--- src/rtl/mcu_int_pkg.sv ---
// Shared constants for the 8051 interrupt controller: source indices, vector
// addresses, IE/IP bit positions and the request FSM state type.
package mcu_int_pkg;

  localparam int NUM_SRC = 5;

  // Source index doubles as natural priority order (lower index wins)
  localparam logic [2:0] SRC_IE0 = 3'd0;
  localparam logic [2:0] SRC_TF0 = 3'd1;
  localparam logic [2:0] SRC_IE1 = 3'd2;
  localparam logic [2:0] SRC_TF1 = 3'd3;
  localparam logic [2:0] SRC_SER = 3'd4;

  localparam logic [15:0] VEC_IE0 = 16'h0003;
  localparam logic [15:0] VEC_TF0 = 16'h000B;
  localparam logic [15:0] VEC_IE1 = 16'h0013;
  localparam logic [15:0] VEC_TF1 = 16'h001B;
  localparam logic [15:0] VEC_SER = 16'h0023;

  localparam int IE_EX0 = 0;
  localparam int IE_ET0 = 1;
  localparam int IE_EX1 = 2;
  localparam int IE_ET1 = 3;
  localparam int IE_ES  = 4;
  localparam int IE_EA  = 7;

  localparam int IP_PX0 = 0;
  localparam int IP_PT0 = 1;
  localparam int IP_PX1 = 2;
  localparam int IP_PT1 = 3;
  localparam int IP_PS  = 4;

  typedef enum logic {
    IDLE = 1'b0,
    REQ  = 1'b1
  } int_state_e;

  function automatic logic [15:0] src_vector(input logic [2:0] src);
    logic [15:0] v;
    case (src)
      SRC_IE0: v = VEC_IE0;
      SRC_TF0: v = VEC_TF0;
      SRC_IE1: v = VEC_IE1;
      SRC_TF1: v = VEC_TF1;
      SRC_SER: v = VEC_SER;
      default: v = 16'h0000;
    endcase
    return v;
  endfunction

endpackage

--- src/rtl/int_edge_det.sv ---
// Single-bit edge detector: registers the previous value (reset value is a
// parameter) and emits combinational rise/fall pulses.
module int_edge_det #(
  parameter logic RST_VAL = 1'b0
) (
  input  logic clk,
  input  logic rst_n,
  input  logic sig,
  output logic rise,
  output logic fall
);

  logic prev;

  always_ff @(posedge clk or negedge rst_n) begin
    if (!rst_n) prev <= RST_VAL;
    else        prev <= sig;
  end

  assign rise = sig & ~prev;
  assign fall = ~sig & prev;

endmodule

--- src/rtl/int_ctrl.sv ---
// 8051 interrupt controller: pending flags, fixed-order/IP arbitration, vectored
// req/ack handshake and in-service tracking. Define INT_PRIORITY_EN for two levels.
module int_ctrl
  import mcu_int_pkg::*;
(
  input  logic        clk,
  input  logic        rst_n,
  input  logic [7:0]  ie,
  input  logic [7:0]  ip,
  input  logic        it0,
  input  logic        it1,
  input  logic        int0_n,
  input  logic        int1_n,
  input  logic        t0_ovf,
  input  logic        t1_ovf,
  input  logic        ri,
  input  logic        ti,
  input  logic [3:0]  flag_clr,
  input  logic        int_ack,
  input  logic        reti,
  output logic        int_req,
  output logic [15:0] int_vec,
  output logic [3:0]  flags,
  output logic [1:0]  in_service
);

  logic t0_rise, t0_fall, t1_rise, t1_fall;
  logic x0_rise, x0_fall, x1_rise, x1_fall;

  int_edge_det #(.RST_VAL(1'b0)) u_det_t0 (
    .clk(clk), .rst_n(rst_n), .sig(t0_ovf), .rise(t0_rise), .fall(t0_fall));
  int_edge_det #(.RST_VAL(1'b0)) u_det_t1 (
    .clk(clk), .rst_n(rst_n), .sig(t1_ovf), .rise(t1_rise), .fall(t1_fall));
  int_edge_det #(.RST_VAL(1'b1)) u_det_x0 (
    .clk(clk), .rst_n(rst_n), .sig(int0_n), .rise(x0_rise), .fall(x0_fall));
  int_edge_det #(.RST_VAL(1'b1)) u_det_x1 (
    .clk(clk), .rst_n(rst_n), .sig(int1_n), .rise(x1_rise), .fall(x1_fall));

  logic [3:0]         flag_q, flag_d, hw_clr, clr;
  logic [1:0]         isv_q, isv_r, isv_d;
  int_state_e         state_q, state_d;
  logic [2:0]         win_q, win_d, win_c;
  logic               win_hi_q, win_hi_d;
  logic               req_d;
  logic [15:0]        vec_d;
  logic               ack_acc;
  logic [NUM_SRC-1:0] pend, en, lvl, elig_hi, elig_lo, elig;

  assign pend = {ri | ti, flag_q};
  assign en   = {ie[IE_ES], ie[IE_ET1], ie[IE_EX1], ie[IE_ET0], ie[IE_EX0]}
                & {NUM_SRC{ie[IE_EA]}};

`ifdef INT_PRIORITY_EN
  assign lvl = {ip[IP_PS], ip[IP_PT1], ip[IP_PX1], ip[IP_PT0], ip[IP_PX0]};
  logic unused_ok;
  assign unused_ok = ^{ie[6:5], ip[7:5], t0_fall, t1_fall, x0_rise, x1_rise};
`else
  assign lvl = '0;
  logic unused_ok;
  assign unused_ok = ^{ie[6:5], ip, t0_fall, t1_fall, x0_rise, x1_rise};
`endif

  // High level is blocked only by a high handler; low needs nothing in service
  assign elig_hi = pend & en & lvl  & {NUM_SRC{~isv_q[1]}};
  assign elig_lo = pend & en & ~lvl & {NUM_SRC{~isv_q[1] & ~isv_q[0]}};
  assign elig    = elig_hi | elig_lo;

  function automatic logic [2:0] first_set(input logic [NUM_SRC-1:0] v);
    logic [2:0] r;
    r = 3'd0;
    for (int i = NUM_SRC - 1; i >= 0; i--) begin
      if (v[i]) r = 3'(i);
    end
    return r;
  endfunction

  assign win_c = (|elig_hi) ? first_set(elig_hi) : first_set(elig_lo);

  always_comb begin
    state_d  = state_q;
    win_d    = win_q;
    win_hi_d = win_hi_q;
    req_d    = int_req;
    vec_d    = int_vec;
    ack_acc  = 1'b0;
    case (state_q)
      IDLE: begin
        if (|elig) begin
          state_d  = REQ;
          win_d    = win_c;
          win_hi_d = |elig_hi;
          req_d    = 1'b1;
          vec_d    = src_vector(win_c);
        end
      end
      REQ: begin
        if (int_ack) begin
          ack_acc = 1'b1;
          state_d = IDLE;
          req_d   = 1'b0;
        end else if (!elig[win_q]) begin
          state_d = IDLE;
          req_d   = 1'b0;
        end
      end
      default: begin
        state_d = IDLE;
        req_d   = 1'b0;
      end
    endcase
  end

  // Level-mode external flags are not cleared by ack; they just follow the pin
  assign hw_clr = {ack_acc & (win_q == SRC_TF1),
                   ack_acc & (win_q == SRC_IE1) & it1,
                   ack_acc & (win_q == SRC_TF0),
                   ack_acc & (win_q == SRC_IE0) & it0};
  assign clr = flag_clr | hw_clr;

  always_comb begin
    flag_d    = flag_q;
    flag_d[0] = it0 ? (x0_fall | (flag_q[0] & ~clr[0])) : ~int0_n;
    flag_d[1] = t0_rise | (flag_q[1] & ~clr[1]);
    flag_d[2] = it1 ? (x1_fall | (flag_q[2] & ~clr[2])) : ~int1_n;
    flag_d[3] = t1_rise | (flag_q[3] & ~clr[3]);
  end

  // reti retires the highest active level before a same-cycle ack marks its own
  always_comb begin
    isv_r = isv_q;
    if (reti) begin
      if (isv_q[1]) isv_r[1] = 1'b0;
      else          isv_r[0] = 1'b0;
    end
    isv_d = isv_r;
    if (ack_acc) begin
      if (win_hi_q) isv_d[1] = 1'b1;
      else          isv_d[0] = 1'b1;
    end
  end

  always_ff @(posedge clk or negedge rst_n) begin
    if (!rst_n) state_q <= IDLE;
    else        state_q <= state_d;
  end

  always_ff @(posedge clk or negedge rst_n) begin
    if (!rst_n) begin
      win_q    <= 3'd0;
      win_hi_q <= 1'b0;
      int_req  <= 1'b0;
      int_vec  <= 16'h0000;
      flag_q   <= 4'b0000;
      isv_q    <= 2'b00;
    end else begin
      win_q    <= win_d;
      win_hi_q <= win_hi_d;
      int_req  <= req_d;
      int_vec  <= vec_d;
      flag_q   <= flag_d;
      isv_q    <= isv_d;
    end
  end

  assign flags = flag_q;

`ifdef INT_PRIORITY_EN
  assign in_service = isv_q;
`else
  assign in_service = {1'b0, isv_q[0]};
`endif

endmodule

--- config.mk ---
export PLATFORM = sky130hd
export DESIGN_NAME = int_ctrl
export DESIGN_NICKNAME = d
export VERILOG_FILES = /design/src/rtl/mcu_int_pkg.sv /design/src/rtl/int_edge_det.sv /design/src/rtl/int_ctrl.sv
export SDC_FILE = /design/constraint.sdc
export NUM_CORES = 1
export LEC_CHECK = 0
export ABC_AREA = 1
export CORE_ASPECT_RATIO = 1.75
export CORE_MARGIN = 5
export CORE_UTILIZATION = 37
export DETAILED_ROUTE_END_ITERATION = 6
export PLACE_DENSITY = 0.79
export SYNTH_ARGS = -nofsm -noshare
export SYNTH_HDL_FRONTEND = slang
export SYNTH_SLANG_ARGS = --single-unit
--- constraint.sdc ---
create_clock -name clk -period 1.35 [get_ports clk]
set_input_delay 0.405 -clock clk [delete_from_list [all_inputs] [get_ports clk]]
set_output_delay 0.405 -clock clk [all_outputs]
set_load 0.01 [all_outputs]
# == Yosys cells after proc, flatten, opt, wreduce, memory -nomap -nowiden ==
# Index checks and enable logic that the tools add are counted.
# totals
register_bits,31
in_bits,32
out_inout_bits,23
word_cells,87
# classes
n_lt_le_gt_ge,1
n_eq_ne,10
mux,23
bitwise_logic,35
reduce_logical,7
# ops
operator,count
6-bit one-hot mux with 5 select lines,1
1-bit bitwise AND,15
5-bit bitwise AND,3
3-bit 2-to-1 mux,5
1-bit 2-to-1 mux,13
"3-bit by 2-bit equality test with 1-bit output, second input constant",4
1-bit inverter,11
"3-bit by 1-bit equality test with 1-bit output, second input constant",2
3-bit zero test,2
2-bit AND reduction,3
1-bit bitwise OR,5
5-bit OR reduction,1
"3-bit by 4-bit < comparator with 1-bit output, second input constant",1
4-bit bitwise OR,1
1-bit one-hot mux with 2 select lines,2
1-bit binary-select mux with 3-bit select,1
"3-bit equality test, second input constant",1
"3-bit != test, second input constant",1
2-bit 2-to-1 mux,1
"2-bit by 1-bit != test with 1-bit output, second input constant",1
"2-bit != test, second input constant",1
2-bit nonzero test,1

# == Longest topological paths before layout ==
# Gate-level depths: netlist of the first run.
# logic_depth
ltp_word,10
depth_mapped,9
ltp_nobuf,9

# == Modules after synthesis ==
# Synthesis of the first run repeated with hierarchy kept, for this count alone.
# hier_totals
hier_cells,125
area_unflattened_um2,1018.5
# modules_own_cells
module,instances,cells_per_inst,area_per_inst_um2,seq_area_each_um2
int_ctrl,1,105,855.8,350.3
int_edge_det at u_det_x0 ...,2,5,41.3,26.3
int_edge_det at u_det_t0 ...,2,5,40.0,25.0

# == Worst setup path after synthesis of the first run ==
# OpenSTA, ideal clock, no wires.
# synth_path
kind,register -> register
startpoint,register flag_q[2] (netlist: flags[2])
endpoint,register int_vec[1]
t_arrival_ns,1.163
required_time_ns,1.226
setup_slack_ns,0.063
path_stages_with_launch,10
n_path_buf,0
path_cell_list,dfrtp_1 > nand2_1 > inv_1 > nand2_1 > nand2_1 > nor2_2 > nand2_2 > nand2_4 > inv_2 > or2_1
# synth_via
elab_chain_len,7
# synth_rtl
item,line_no,source
from (decl),int_ctrl.sv:39,"logic [3:0] flag_q, flag_d, hw_clr, clr;"
from (signal assigned),int_ctrl.sv:160,flag_q <= flag_d;
5-bit bitwise AND * (2 in a row),int_ctrl.sv:65,assign elig_lo = pend & en & ~lvl & {NUM_SRC{~isv_q[1] & ~isv_q[0]}};
3-bit 2-to-1 mux (3 in a row),int_ctrl.sv:72,if (v[i]) r = 3'(i);
"3-bit equality test, or another cell as far along",mcu_int_pkg.sv:40,case (src)
6-bit one-hot mux with 5 select lines,mcu_int_pkg.sv:40,
to (signal assigned),int_ctrl.sv:159,int_vec <= vec_d;
to (decl),int_ctrl.sv:22,"output logic [15:0] int_vec,"
# Mark *: on every way between the ends. The rest lies on a longest branch, timed or not.
# A chain may end at the register's enable or synchronous reset.

# == Worst setup path after layout of the first run ==
# layout_path
startpoint,register isv_q[0]
endpoint,register int_vec[3]
# layout_via
elab_chain_len,10
# layout_rtl
item,line_no,source
from (decl),int_ctrl.sv:40,"logic [1:0] isv_q, isv_r, isv_d;"
from (signal assigned),int_ctrl.sv:161,isv_q <= isv_d;
1-bit inverter *,int_ctrl.sv:65,
1-bit bitwise AND *,int_ctrl.sv:65,
5-bit bitwise AND *,int_ctrl.sv:65,
3-bit 2-to-1 mux (5 in a row),int_ctrl.sv:72,
"3-bit equality test, or another cell as far along",mcu_int_pkg.sv:40,
6-bit one-hot mux with 5 select lines,mcu_int_pkg.sv:40,
# Marked as above.

==> results.txt, run 1 <==
The flow ran to the end, but the final reports show violations. The checks that failed: negative setup slack. In this run the horizontal extent of the chip is 48.2 um. In this design, the critical path's most frequently occurring cell is sky130_fd_sc_hd__nand2_2. Once detail routing completed, the nets flagged for antenna violations numbered 0. The critical path is of the reg -> reg type.

The layout-stage area growth over the synthesis result came out at 50.1%. Setup repair after global routing could not meet its margin everywhere. The tightest min-delay check is of the reg -> reg type. Yosys printed 0 warnings.

For hold timing, the worst endpoint is flags[1]. The maximum VDD drop came out at 1.03 mV. The slowest stage of the critical path is the sky130_fd_sc_hd__dfrtp_1 cell. The max-slew violation count came out at 0. The count of mapped cells out of synthesis is 120.

Dividing total power by cell area gives a power density of 1450 mW/mm^2. After layout, the minimum clock period comes to between 1 and 1.5 ns. The first TritonRoute pass finished after 4 iterations.

The total vias in the final route is roughly 920. The signal on the critical path passes through buf_6 > nor2_4 > nand2_2 > nand2_2 > nor2_4 > nand2_2 > nand2_4 > buf_6 > nand2_2 > nand2_2. The placed wire-length estimate after detailed placement is 1880 um. The highest cell delay on the worst timing path is approximately 0.39 ns. In this run the critical register-to-register path is captured at int_vec[3].

The number of cells on the worst reg-to-reg path is 10. The deepest clock path buffer count is 2. The final count of negative-setup-slack endpoints is 6. The worst hold path begins at u_det_t0.prev. The sum of internal, switching and leakage power is 2050 uW.

The largest net degree at the start of global routing came out at 19. The via count of the first global-routing pass is about 960. The area of the placeable core is 0.00246 mm^2. The die is 76.8 um tall. The residual overflow from global routing came out at 0. Yosys mapped the design onto 19 distinct sky130hd cell types. The number of sinks handled by clock tree synthesis is 18. The initialized floorplan defines 24 standard-cell rows. STA classifies the critical path endpoint as a flop.

The critical path arrival is 1.55 ns. In this run the static leakage power is around 0.00074 uW. The count of buffers inserted at the top-level ports is 32. Clock tree synthesis selected as its root buffer the cell sky130_fd_sc_hd__clkbuf_8. The post-synthesis instance area is 945 um^2. Along the worst hold path, the cell count comes to 1. The worst hold slack after final layout came out at 0.426 ns. The worst setup path is launched from a flop.

The number of diodes is 0. The fraction of layout instances using a drive strength above 1 came out at 27.0%. The final count of hold timing violations came out at 0. Routability-driven placement finished with a final weighted congestion of between 0.7 and 0.8. The part of the cycle the worst path needs came out at 105%. The die area came out at 0.00370 mm^2. Dividing the detail-routed wire length by the instance count gives 12.9 um. The final layout contains routed wiring with a total length of 2450 um.

Dividing the synthesized area by the synthesized cell count gives 7.87 um^2. The endpoint required time on the critical path came out at 1.49 ns. The remaining routing DRC violations came out at 0.

For this block, the initial DRC count from the detailed router was 14. The worst clock skew on the final layout is 0.000806 ns. The I/O pin count came out at 55. The fraction of the yosys area taken by sequential cells is 47.9%. The area occupied by registers came out at roughly 450 um^2.

The wire length of the first global-routing pass came out at 3880 um. The number of antenna violations at the first check in global routing came out at 0. The number of maximum-capacitance violations came out at 0. The worst register-to-register path begins at isv_q[0]. The TritonCTS clock tree is done. The number of nets in the layout came out at between 150 and 200. At the later pin of the worst-skew pair, clock insertion delay measures between 0.2 and 0.3 ns. Across all setup checks in the final design, the least slack found is -0.0695 ns. The number of CTS-inserted buffers is 3.

The fill cell instance count of the final layout is 238. Across every metal layer, demand over resource in global routing totals around 14%. The area used by multi-input combinational logic is 415 um^2.

The highest net fanout along the worst path is 4. Buffers inserted to repair hold after CTS numbered 0. The starting utilization of the core area came out at a little under two fifths. The routed via count divided by cell count came out at 4.85. The clock-pin slew on the worst setup and hold paths is 0.06 ns. The maximum operating frequency came out at 704 MHz. The maximum level of the CTS H-tree is 1.

In this run the register-to-register setup slack is -0.07 ns. The flip-flop and latch count after synthesis came out at 18.
metal layers:
layer	part of all wire (%)	track usage [%]	up-vias	wire length (um)
met5	0	0	-	0
met2	55	24.1	51	1340
li1	-	-	428	-
met1	31	14.4	428	767
met4	4.1	7.55	0	101
met3	9.6	3.98	10	234
worst max-delay path, delay by kind of cell (launching register included):
family	cells	cell delay, ns
buf+inv	2	0.25
flops	1	0.39
simple gates	8	0.68
state kept, by name (all words and copies together) (netlist names):
register	cells
int_req	1
win_q	3
state_q	1
flags	4
u_det_x0.prev	1
u_det_t0.prev	1
int_vec	4
u_det_x1.prev	1
isv_q	1
u_det_t1.prev	1
metrics by stage:
stage | util (%) | cells | worst slack, ns | TNS, ns | instance area (um^2)
2_1_floorplan | - | 131 | 0.0630 | 0 | 986
3_3_place_gp | 52.4 | 181 | -0.469 | -4.22 | 1290
3_5_place_dp | 52.4 | 181 | -0.503 | -4.57 | 1290
4_1_cts | 56.1 | 187 | -0.0154 | -0.0215 | 1380
5_1_grt | 57.6 | 189 | -0.149 | -0.920 | 1420
6_report | 57.6 | 189 | -0.0695 | -0.220 | 1420
layout make-up:
type | instances | area share [%]
well taps | 26 | 2.29
multi-input cells | 80 | 29.3
repair buffers | 42 | 28.2
flip-flops and latches | 18 | 32.0
clock buffers | 3 | 2.91
inverters | 20 | 5.30
logic make-up after synthesis:
family	Yosys count	share of synthesized area, %
DFF	18	47.9
other	1	0.397
and+or+nand+nor	54	25.2
buffers and inverters	33	18.3
AOI/OAI and AO/OA	14	8.21
cell usage in the layout, fill, tap and decap left out, types with 4 or more instances in the layout:
cell / n
sky130_fd_sc_hd__inv_1: 13
sky130_fd_sc_hd__dfrtp_1: 16
sky130_fd_sc_hd__inv_2: 7
sky130_fd_sc_hd__clkdlybuf4s15_1: 6
sky130_fd_sc_hd__nor2_1: 11
sky130_fd_sc_hd__buf_4: 7
sky130_fd_sc_hd__dlygate4sd2_1: 12
sky130_fd_sc_hd__nand2_1: 20
sky130_fd_sc_hd__conb_1: 12
sky130_fd_sc_hd__o21ai_0: 4
sky130_fd_sc_hd__nand2_2: 12
sky130_fd_sc_hd__clkdlybuf4s50_1: 14
power by group:
group | internal [uW] | switching (uW)
logic | 397 | 508
clock network | 198 | 166
registers | 677 | 107
worst max path at each step:
| stage | startpoint | to | slack, ns | depth (start not counted) |
|---|---|---|---|---|
| detailed placement | ie[7] | int_req | -0.50 | 9 |
| global route | isv_q[0] | int_vec[3] | -0.15 | 10 |
| CTS | isv_q[0] | int_vec[3] | -0.02 | 10 |
| floorplan | flags[2] | int_vec[1] | 0.06 | 9 |
| global placement | ie[7] | win_q[1] | -0.47 | 10 |
| finish | isv_q[0] | int_vec[3] | -0.07 | 10 |
timing repair:
item | 4_1_cts | 5_1_grt
setup endpoints to repair | 20 | 14
setup buffers | 3 | 2
pin swaps | 11 | 11
gates resized for setup | 40 | 12
cell usage after synthesis, drive strengths merged:
library cell	count	area (um^2)
or2	2	12.5
nand2	33	136
nand4	3	18.8
buf	13	97.6
nor2	14	60.1
a21oi	4	20.0
conb	1	3.75
nand3	2	10.0
o21ai	8	40.0
dfrtp	16	400
a31o	1	8.76
o32ai	1	8.76
dfstp	2	52.6
inv	20	75.1
No activity file was read; power rests on OpenSTA's default activity.
==> run 2: changes to the inputs <==
--- a/config.mk
+++ b/config.mk
@@ -10,5 +10,5 @@
 export CORE_MARGIN = 5
-export CORE_UTILIZATION = 37
+export CORE_UTILIZATION = 33
 export DETAILED_ROUTE_END_ITERATION = 6
-export PLACE_DENSITY = 0.79
+export PLACE_DENSITY = 0.78
 export SYNTH_ARGS = -nofsm -noshare
==> constraint.sdc (replaced) <==
create_clock -name clk -period 1.3 [get_ports clk]
set_input_delay 0.39 -clock clk [delete_from_list [all_inputs] [get_ports clk]]
set_output_delay 0.39 -clock clk [all_outputs]
set_load 0.1 [all_outputs]
==> run 2 against run 1 <==
  * Largest cell class is now buffers
  * Power rose by 62%
  * Flip-flop and latch count did not move
  * The run still ends with negative setup slack left
  * Die area rose by 10%
  * Cell count rose by 5.3%
==> results.txt, run 2 (synthesis results as in run 1) <==
The final RePlAce weighted congestion is 0.773. The flow ran to the end, but the final reports show violations. STA classifies the critical path endpoint as a flop. The final reports fail on negative setup slack. The fill cell instance count of the final layout is 214.

In this run the vertical extent of the chip is 80.8 um. The number of cells in the finished layout apart from fillers is about 200. The final count of hold timing violations is 0.

The instance area at placement is about 0.0015 mm^2. The maximum VDD drop is between 0.9 and 1 mV. The worst clock skew on the final layout is 0.00308 ns. The routed via count divided by cell count is approximately 4.9. The number of sinks handled by clock tree synthesis came out at 18.

The max-slew violation count is 0. The layout-stage area growth over the synthesis result came out at 78.7%. The worst setup path startpoint is flags[3]. The I/O pin count came out at 55. The part of the cycle the worst path needs is 113%.

The min-delay analysis places its worst path in the category reg -> reg. The critical path class is reg -> reg. The startpoint identified for the worst hold timing path is u_det_t0.prev. The maximum level of the CTS H-tree came out at 1. Summed over all layers, the routed wires come to 2800 um. Buffers placed on the I/O ports in this run total 32. The worst setup path is launched from a flop. The number of maximum-capacitance violations is 0. Setup repair after global routing could not meet its margin everywhere. The number of antenna violations at the first check in global routing is 0.

For the worst setup path, the data required time is 1.44 ns. The clock-pin slew on the worst setup and hold paths came out at 0.07 ns. Data on the critical path arrives at its endpoint at 1.61 ns. The fraction of layout instances using a drive strength above 1 is 43.6%.

The number of CTS-inserted buffers is 3. The per-cell routed wire length came out at 14.1 um. After clock tree synthesis, the flow added hold-fix buffers numbering 0. The die area is around 0.004 mm^2. The initial utilization of the core area, before any placement, comes to 34.7%. The residual overflow from global routing is 0.

The area occupied by registers came out at 475 um^2. Leaving out fill and tap cells, the most frequent cell in the layout is sky130_fd_sc_hd__nand2_1. The first global-routing pass estimated 4200 um of wire.

Once detailed placement completed, the half-perimeter wirelength came to 1970 um. For this block, the via count after detailed routing is 968. The largest net degree at the start of global routing came out at 19. The net count of the finished layout is 205.

The top cell types in the final layout, fill and taps aside, are sky130_fd_sc_hd__nand2_1, sky130_fd_sc_hd__clkdlybuf4s50_1, sky130_fd_sc_hd__inv_1, sky130_fd_sc_hd__conb_1, sky130_fd_sc_hd__buf_12. CTS placed an instance of sky130_fd_sc_hd__clkbuf_8 at the clock tree root. In this run the worst path has a maximum fanout of 5.

For this run, the total global-route usage over all layers was measured as 13.3%. The total power density per cell area came out at 1970 mW/mm^2. The area of the placeable core is 0.00272 mm^2.

The deepest clock path buffer count came out at 2. The number of placement rows is 25. The number of diodes came out at 0. After routing the design area is 0.00169 mm^2.

The critical register-to-register path startpoint is flags[3]. The total iterations of the first detailed-routing run is 4. The floorplan die width is 50.4 um. The tightest hold path in the finished design has a slack of ~0.43 ns. The minimum period implied by the final worst setup slack came out at 1.47 ns. The cell count after placement came out at 186. The TritonCTS clock tree is done. After detailed routing, the number of remaining DRC violations is 0. Prior to clock tree synthesis, the placed netlist has a worst setup slack of -0.555 ns.

The clock network latency to the later pin of the worst-skew pair is 0.26 ns. The slack of the critical path is -0.170 ns. The final count of negative-setup-slack endpoints came out at 16.

The maximum operating frequency is a little under 700 MHz. The via count of the first global-routing pass came out at 999. The total leakage power came out at 0.000868 uW. Once detail routing completed, the nets flagged for antenna violations numbered 0. The area used by multi-input combinational logic is roughly 440 um^2.

The first routing iteration left 35 violations.
-- run 2: worst paths after layout --
check / end / slack [ns] / cells past startpoint
setup / recovery: int_vec[1] / -0.17 / 9
hold / removal: flags[1] / 0.43 / 1
setup reg to reg: int_vec[1] / -0.17 / 9
hold reg to reg: flags[1] / 0.43 / 1
max in group asynchronous: u_det_x1.prev / 0.62 / 2
min in group asynchronous: int_vec[3] / 0.46 / 2
-- run 2: report_power, final --
part,switching (uW),internal [uW]
clock,195,270
sequential,160,719
combinational,1280,692
-- run 2: cell type report --
class | instances | area share (%)
tap | 27 | 2.00
timing repair buffer | 50 | 35.8
sequential | 18 | 28.2
inverter | 20 | 4.60
multi-input combinational | 80 | 26.2
clock buffer | 4 | 3.26
-- run 2: per-layer routing --
layer,vias up,wire length (um),share of wire (%),GRT usage (%)
met4,0,99,3.5,9.46
met1,461,917,33,12.8
met2,51,1560,56,23.6
li1,448,-,-,-
met3,8,222,7.9,3.49
met5,-,0,0,0
-- run 2: per-stage QoR --
step	util, %	total power (uW)	TNS [ns]
floorplan	-	1970	-0.804
global placement	53.8	2560	-4.32
detailed placement	53.8	2600	-4.75
CTS	59.2	3200	-1.25
global route	62.0	3470	-2.29
finish	62.0	3320	-1.62
-- run 2: repair_timing --
item / CTS / global route
pin swaps: 17 / 20
buffers inserted: 9 / 3
gates cloned: 0 / 0
gates resized for setup: 25 / 21
setup endpoints to repair: 16 / 17
-- run 2: worst max-delay path, cell delays in order, from the launching register on --
cell                      delay [ns]
sky130_fd_sc_hd__dfrtp_4        0.48
sky130_fd_sc_hd__nand2_1        0.08
sky130_fd_sc_hd__inv_1          0.05
sky130_fd_sc_hd__nand2_2        0.11
sky130_fd_sc_hd__nand2_4        0.07
sky130_fd_sc_hd__nor2_4         0.13
sky130_fd_sc_hd__nand2_4        0.08
sky130_fd_sc_hd__nand2_4        0.09
sky130_fd_sc_hd__inv_4          0.05
sky130_fd_sc_hd__or2_1          0.21
==> run 3: changes to the inputs <==
- GPL_ROUTABILITY_DRIVEN: not set -> 0
==> results of run 3 <==
Same layout as run 2: the final DEF is identical, and so are final timing and power.
